$ cat src/rtl/cpu_pkg.sv
// Shared types for the accumulator CPU control sequencer: opcodes, phase
// encoding and the ALU-class opcode decode.
package cpu_pkg;

  typedef enum logic [2:0] {
    HLT = 3'd0,
    SKZ = 3'd1,
    ADD = 3'd2,
    AND = 3'd3,
    XOR = 3'd4,
    LDA = 3'd5,
    STO = 3'd6,
    JMP = 3'd7
  } opcode_t;

  typedef enum logic [3:0] {
    INST_ADDR  = 4'd0,
    INST_FETCH = 4'd1,
    INST_LOAD  = 4'd2,
    IDLE       = 4'd3,
    OP_ADDR    = 4'd4,
    OP_FETCH   = 4'd5,
    ALU_OP     = 4'd6,
    STORE      = 4'd7,
    HALTED     = 4'd8
  } state_t;

  // Width of the wait-state counter; large enough for any legal TIMEOUT.
  localparam int STALL_CNT_W = 8;

  // Opcodes that read an operand from memory and write the accumulator.
  function automatic logic is_aluop(input opcode_t op);
    return op inside {ADD, AND, XOR, LDA};
  endfunction

endpackage

$ cat src/rtl/ctrl_wait_timer.sv
// Wait-state timer: counts consecutive cycles spent waiting on memory and
// flags a timeout once TIMEOUT wait cycles have already been inserted.
module ctrl_wait_timer
  import cpu_pkg::*;
#(
  parameter int TIMEOUT = 15
) (
  input  logic clk,
  input  logic rst_,
  input  logic stall_req,
  input  logic mem_ready,
  input  logic clear,
  output logic stalled,
  output logic timeout
);

  localparam logic [STALL_CNT_W-1:0] LIMIT = STALL_CNT_W'(TIMEOUT);

  logic [STALL_CNT_W-1:0] cnt_q;
  logic [STALL_CNT_W-1:0] cnt_d;
  logic                   waiting;
  logic                   at_limit;

  // Waiting on memory: either insert another wait state or, once the limit
  // of inserted wait states is used up, give up with a timeout pulse.
  always_comb begin
    waiting  = stall_req && !mem_ready;
    at_limit = (cnt_q == LIMIT);
    stalled  = waiting && !at_limit;
    timeout  = waiting && at_limit;
    cnt_d    = cnt_q;
    if (clear) begin
      cnt_d = '0;
    end else if (stalled) begin
      cnt_d = cnt_q + STALL_CNT_W'(1);
    end
  end

  // Wait-state counter register.
  always_ff @(posedge clk or negedge rst_) begin
    if (!rst_) begin
      cnt_q <= '0;
    end else begin
      cnt_q <= cnt_d;
    end
  end

endmodule

$ cat src/rtl/ctrl_seq_p.sv
// Control sequencer for a simple accumulator CPU. An eight-phase instruction
// cycle with a HALTED state, optional memory wait states with a timeout, and
// a retired-instruction counter. Outputs decode the registered phase and the
// live opcode.
module ctrl_seq_p
  import cpu_pkg::*;
#(
  parameter int MEM_WAIT_EN = 1,
  parameter int TIMEOUT     = 15,
  parameter int CNT_W       = 16
) (
  input  logic             clk,
  input  logic             rst_,
  input  logic [2:0]       opcode,
  input  logic             zero,
  input  logic             mem_ready,
  input  logic             resume,
  output logic             mem_rd,
  output logic             load_ir,
  output logic             halt,
  output logic             inc_pc,
  output logic             load_ac,
  output logic             load_pc,
  output logic             mem_wr,
  output logic [3:0]       phase,
  output logic             stalled,
  output logic             timeout_err,
  output logic [CNT_W-1:0] instr_cnt
);

  state_t           state_q;
  state_t           state_d;
  logic             timeout_err_q;
  logic             timeout_err_d;
  logic [CNT_W-1:0] instr_cnt_q;
  logic [CNT_W-1:0] instr_cnt_d;

  opcode_t op;
  logic    aluop;
  logic    stall_req;
  logic    tmo;
  logic    advance;

  assign op    = opcode_t'(opcode);
  assign aluop = is_aluop(op);

  // Memory-read phases that may need to wait for mem_ready.
  always_comb begin
    stall_req = 1'b0;
    if (MEM_WAIT_EN != 0) begin
      stall_req = (state_q == INST_FETCH) || ((state_q == OP_FETCH) && aluop);
    end
  end

  ctrl_wait_timer #(
    .TIMEOUT (TIMEOUT)
  ) u_wait (
    .clk       (clk),
    .rst_      (rst_),
    .stall_req (stall_req),
    .mem_ready (mem_ready),
    .clear     (advance),
    .stalled   (stalled),
    .timeout   (tmo)
  );

  // Next-phase selection and datapath control decode.
  always_comb begin
    state_d = state_q;
    mem_rd  = 1'b0;
    load_ir = 1'b0;
    halt    = 1'b0;
    inc_pc  = 1'b0;
    load_ac = 1'b0;
    load_pc = 1'b0;
    mem_wr  = 1'b0;
    unique case (state_q)
      INST_ADDR: begin
        state_d = INST_FETCH;
      end
      INST_FETCH: begin
        mem_rd  = 1'b1;
        state_d = INST_LOAD;
      end
      INST_LOAD: begin
        mem_rd  = 1'b1;
        load_ir = 1'b1;
        state_d = IDLE;
      end
      IDLE: begin
        mem_rd  = 1'b1;
        load_ir = 1'b1;
        state_d = OP_ADDR;
      end
      OP_ADDR: begin
        inc_pc  = 1'b1;
        halt    = (op == HLT);
        state_d = (op == HLT) ? HALTED : OP_FETCH;
      end
      OP_FETCH: begin
        mem_rd  = aluop;
        state_d = ALU_OP;
      end
      ALU_OP: begin
        mem_rd  = aluop;
        load_ac = aluop;
        inc_pc  = (op == SKZ) && zero;
        load_pc = (op == JMP);
        state_d = STORE;
      end
      STORE: begin
        mem_rd  = aluop;
        load_ac = aluop;
        inc_pc  = (op == JMP);
        load_pc = (op == JMP);
        mem_wr  = (op == STO);
        state_d = INST_ADDR;
      end
      HALTED: begin
        halt = 1'b1;
        // A memory timeout is fatal: only reset leaves HALTED after one.
        if (resume && !timeout_err_q) begin
          state_d = INST_ADDR;
        end
      end
      default: begin
        state_d = INST_ADDR;
      end
    endcase
    // Wait states hold the phase (and so its decoded outputs); an exhausted
    // wait budget abandons the access and halts.
    if (tmo) begin
      state_d = HALTED;
    end else if (stalled) begin
      state_d = state_q;
    end
  end

  // Sticky timeout flag and retired-instruction counter updates.
  always_comb begin
    advance       = (state_d != state_q);
    timeout_err_d = timeout_err_q || tmo;
    instr_cnt_d   = instr_cnt_q;
    // STORE always returns to INST_ADDR; HLT never reaches STORE so it is not counted.
    if (state_q == STORE) begin
      instr_cnt_d = instr_cnt_q + CNT_W'(1);
    end
  end

  // Phase, timeout flag and counter registers.
  always_ff @(posedge clk or negedge rst_) begin
    if (!rst_) begin
      state_q       <= INST_ADDR;
      timeout_err_q <= 1'b0;
      instr_cnt_q   <= '0;
    end else begin
      state_q       <= state_d;
      timeout_err_q <= timeout_err_d;
      instr_cnt_q   <= instr_cnt_d;
    end
  end

  assign phase       = state_q;
  assign timeout_err = timeout_err_q;
  assign instr_cnt   = instr_cnt_q;

endmodule

$ cat config.mk
export PLATFORM = sky130hd
export DESIGN_NAME = ctrl_seq_p
export DESIGN_NICKNAME = d
export VERILOG_FILES = /design/src/rtl/cpu_pkg.sv /design/src/rtl/ctrl_wait_timer.sv /design/src/rtl/ctrl_seq_p.sv
export SDC_FILE = /design/constraint.sdc
export NUM_CORES = 1
export LEC_CHECK = 0
export CORE_ASPECT_RATIO = 1.1
export CORE_MARGIN = 5
export CORE_UTILIZATION = 50
export DETAILED_ROUTE_END_ITERATION = 12
export PLACE_DENSITY = 0.78
export RECOVER_POWER = 25
export SETUP_SLACK_MARGIN = 0.1
export SYNTH_ARGS = -nofsm -noshare
export SYNTH_HDL_FRONTEND = slang
export SYNTH_HIERARCHICAL = 1
export SYNTH_SLANG_ARGS = --single-unit
export TNS_END_PERCENT = 100
$ cat constraint.sdc
create_clock -name clk -period 4.4 [get_ports clk]
set_clock_uncertainty 0.1 [all_clocks]
set_input_delay 0.44 -clock clk [delete_from_list [all_inputs] [get_ports clk]]
set_output_delay 0.44 -clock clk [all_outputs]
set_load 0.01 [all_outputs]
==> run_results.csv <==
group,metric,value,unit
place,gp_congestion,0.820,
synthesis,netlist_area,0.00163,mm²
synthesis,synth_edf_count,0,
synthesis,yosysWarningCount,6,
synthesis,synth_top_family_by_area,"simple AND/OR/NAND/NOR gates",
floorplan,core,0.00310,mm²
clocking,postCtsSetupRepairBufs,0,
sta,fin_crit_sh,79.6,%
flow_run,drv_cap,0,
sta,maxClockFrequency,0.285,GHz
hold_path,min_path_type,"register to register",
floorplan,placementRows,21,
global_route,grt_max_degree,17,
floorplan,die_h,70.0,µm
setup_path,worst-path-max-fanout,13,
run_status,status,"completed",
synthesis,synth_top_area_cell,"dfrtp_1",
synthesis,synth_top_area_share,44.4,%
clocking,cts_max_level,2,
floorplan,die-area,0.00451,mm²
finish,antenna_cells,0,
setup_path,crit_slowest_cell,"clkdlybuf4s50_1",
route,drtIter0Drc,49,
clocking,clk_pin_slew,0.11,ns
setup_path,cp_data_required_time,3.86,ns
setup_path,crit_family,"buffers and inverters",
synthesis,netlist_top_cells_area,"dfrtp_1 44%, xnor2_1 7.0%, nand2_1 2.8%",
clocking,cts_buffers,5,
power,p_leak,0.838,nW
clocking,ctsHoldBuffers,0,
finish,nets,212,
power,power_density,415,mW/mm²
route,vias_per_cell,5.76,
finish,area_delta_synth_final,26.8,%
power,peakVddDrop,0.345,mV
global_route,antenna_found_initial,0,
synthesis,synth.most_common_cell,"dfrtp_1",
synthesis,synthAdderAreaFrac,1.53,%
synthesis,synth_seq_area_share,44.4,%
global_route,overflow,0,
sta,tightest_slew,0.867,ns
clocking,cts_tree,"done",
place,port_buffers,36,
route,vias,1365,
setup_path,critPathLaunchType,"input pin",
sta,holdWs,0.394,ns
synthesis,synth_common_cells,"29 x dfrtp_1, 13 x xnor2_1, 12 x nand2_1, 12 x nor2_1, 8 x a21oi_1",
route,drt-wirelength-per-cell,15.0,µm
sta,grt_setup_unrepaired,"false",
synthesis,ys_ff_latch,29,
synthesis,synthCells,164,
global_route,grt_pass1_wl,6040,µm
route,postRouteAntennaNets,0,
global_route,grt_pass1_vias,1301,
setup_path,timing.rr.start,"phase[3]",
setup_path,worst-path-buf-inv,2,
synthesis,syn_nets,174,
sta,finalMaxSlewViolations,0,
sta,tns,0,ns
floorplan,die_w,64.5,µm
route,routed_wl,3540,µm
synthesis,synth_xor_area_share,9.04,%
synthesis,synth_cell_types,48,
floorplan,start_util,52.7,%
finish,multiInputGateArea,855,µm²
place,hpwl,2590,µm
route,firstDrtPassIters,4,
sta,setup_viol_count_final,0,
setup_path,max_stage_delay,0.66,ns
finish,seq_area,726,µm²
route,drcViolationCount,0,
finish,postLayoutCellArea,0.00207,mm²
clocking,clock_latency,0.34,ns
global_route,grt_use_total,17.0,%
synthesis,synth-main-ff-cell,"dfrtp_1",
setup_path,crit_top_cell,"clkdlybuf4s50_1",
hold_path,hp-start,"instr_cnt[15]",
synthesis,synth_compound_area_share,13.0,%
setup_path,arrival,2.96,ns
sta,period_needed,3.50,ns
clocking,cts-root-buf,"clkbuf_4",
setup_path,startpoint,"opcode[2]",
clocking,clockBufferDepth,2,
finish,fill_cells,250,
setup_path,crit_chain,"clkdlybuf4s50_1 > xnor2_1 > a21oi_1 > and3b_1 > nand2b_1 > a41oi_2 > clkdlybuf4s50_1",
synthesis,synthMuxAreaShare,2.68,%
sta,slew-limit-headroom,42.2,%
synthesis,syn-mean-instance-area,9.96,µm²
place,place_area,0.00202,mm²
synthesis,yosys.area_share.simple,26.0,%
setup_path,critPathCaptureType,"output pin",
finish,drive_gt1_share,8.87,%
sta,hold_viol,0,
setup_path,crit_type,"input pin to output pin",
floorplan,ios,37,
clocking,cts.repair.resized,0,
synthesis,ys_async_sr_fraction,100,%
clocking,cts_sinks,29,
stage by stage:
| stage | setup slack, ns | power [mW] | utilization [%] | instances |
|---|---|---|---|---|
| 3_3_place_gp | 1.01 | 0.698 | 65.2 | 229 |
| 3_5_place_dp | 0.852 | 0.709 | 65.2 | 229 |
| 5_1_grt | 0.734 | 0.924 | 66.8 | 237 |
| 4_1_cts | 0.903 | 0.872 | 66.9 | 237 |
| 6_report | 0.897 | 0.861 | 66.8 | 237 |
| 2_1_floorplan | 1.52 | 0.555 | - | 164 |
cells by family after synthesis:
group,count (synthesis)
DFF,29
buffers and inverters,12
adders and majority gates,2
AOI/OAI and AO/OA,30
muxes,4
xor gates and xnor gates,16
and+or+nand+nor,71
path summary, 6_finish.rpt:
kind                                    to  slack (ns)  cells past startpoint
max                                stalled        0.90                      7
min                          instr_cnt[15]        0.39                      1
max reg2reg                u_wait/cnt_q[7]        1.42                     10
min reg2reg                  instr_cnt[15]        0.39                      1
max in group asynchronous  u_wait/cnt_q[4]        2.59                      2
min in group asynchronous    instr_cnt[10]        0.43                      1
state kept, by name, indices dropped and copies added (netlist names):
signal	flops
instr_cnt	16
phase	4
timeout_err	1
u_wait/cnt_q	8
cell type report:
cell class,count,share of cell area (%)
tap,34,2.05
clock inverter,3,0.845
inverter,4,0.725
sequential,29,35.0
timing repair buffer,39,18.3
multi-input combinational,123,41.2
clock buffer,5,1.81
report_power, final:
part	switching, mW	leakage [nW]	internal (mW)	total (mW)
registers	0.0784	0.394	0.300	0.378
logic	0.144	0.413	0.180	0.324
clock network	0.0985	0.0310	0.0601	0.159
layer usage:
layer	GRT usage, %	share of wire (%)	up-vias
li1	-	-	672
met1	21.4	45	654
met2	27.2	48	34
met3	4.81	4.8	5
met4	7.04	1.7	0
met5	0	0	-
cell usage in the layout (no fill, tap or decap), types with 2 or more instances in the layout:
master / instances
buf_4: 2
nor3_1: 5
nand2_1: 12
clkinv_2: 2
clkbuf_4: 5
mux2_1: 3
inv_1: 4
or4_1: 4
o21ai_0: 2
o31ai_1: 3
and4b_1: 2
nor2b_1: 4
o21a_1: 3
nor2_1: 12
dfrtp_1: 29
nand4_1: 6
a21oi_1: 8
nand3_1: 6
o22ai_1: 2
clkdlybuf4s50_1: 35
xnor2_1: 13
nand2b_1: 6
xor2_1: 2
a31oi_1: 2
ha_1: 2
a211oi_1: 3
worst register-to-register path, cell delays in order, from the launching register on:
cell	delay [ns]
dfrtp_1	0.53
a21oi_1	0.23
and3b_1	0.20
nand2b_1	0.21
a41oi_2	0.57
a2111oi_2	0.14
nor4b_1	0.18
o22ai_1	0.19
buf_4	0.19
nor2_1	0.06
mux2_1	0.28
No activity file was read; power rests on OpenSTA's default activity.
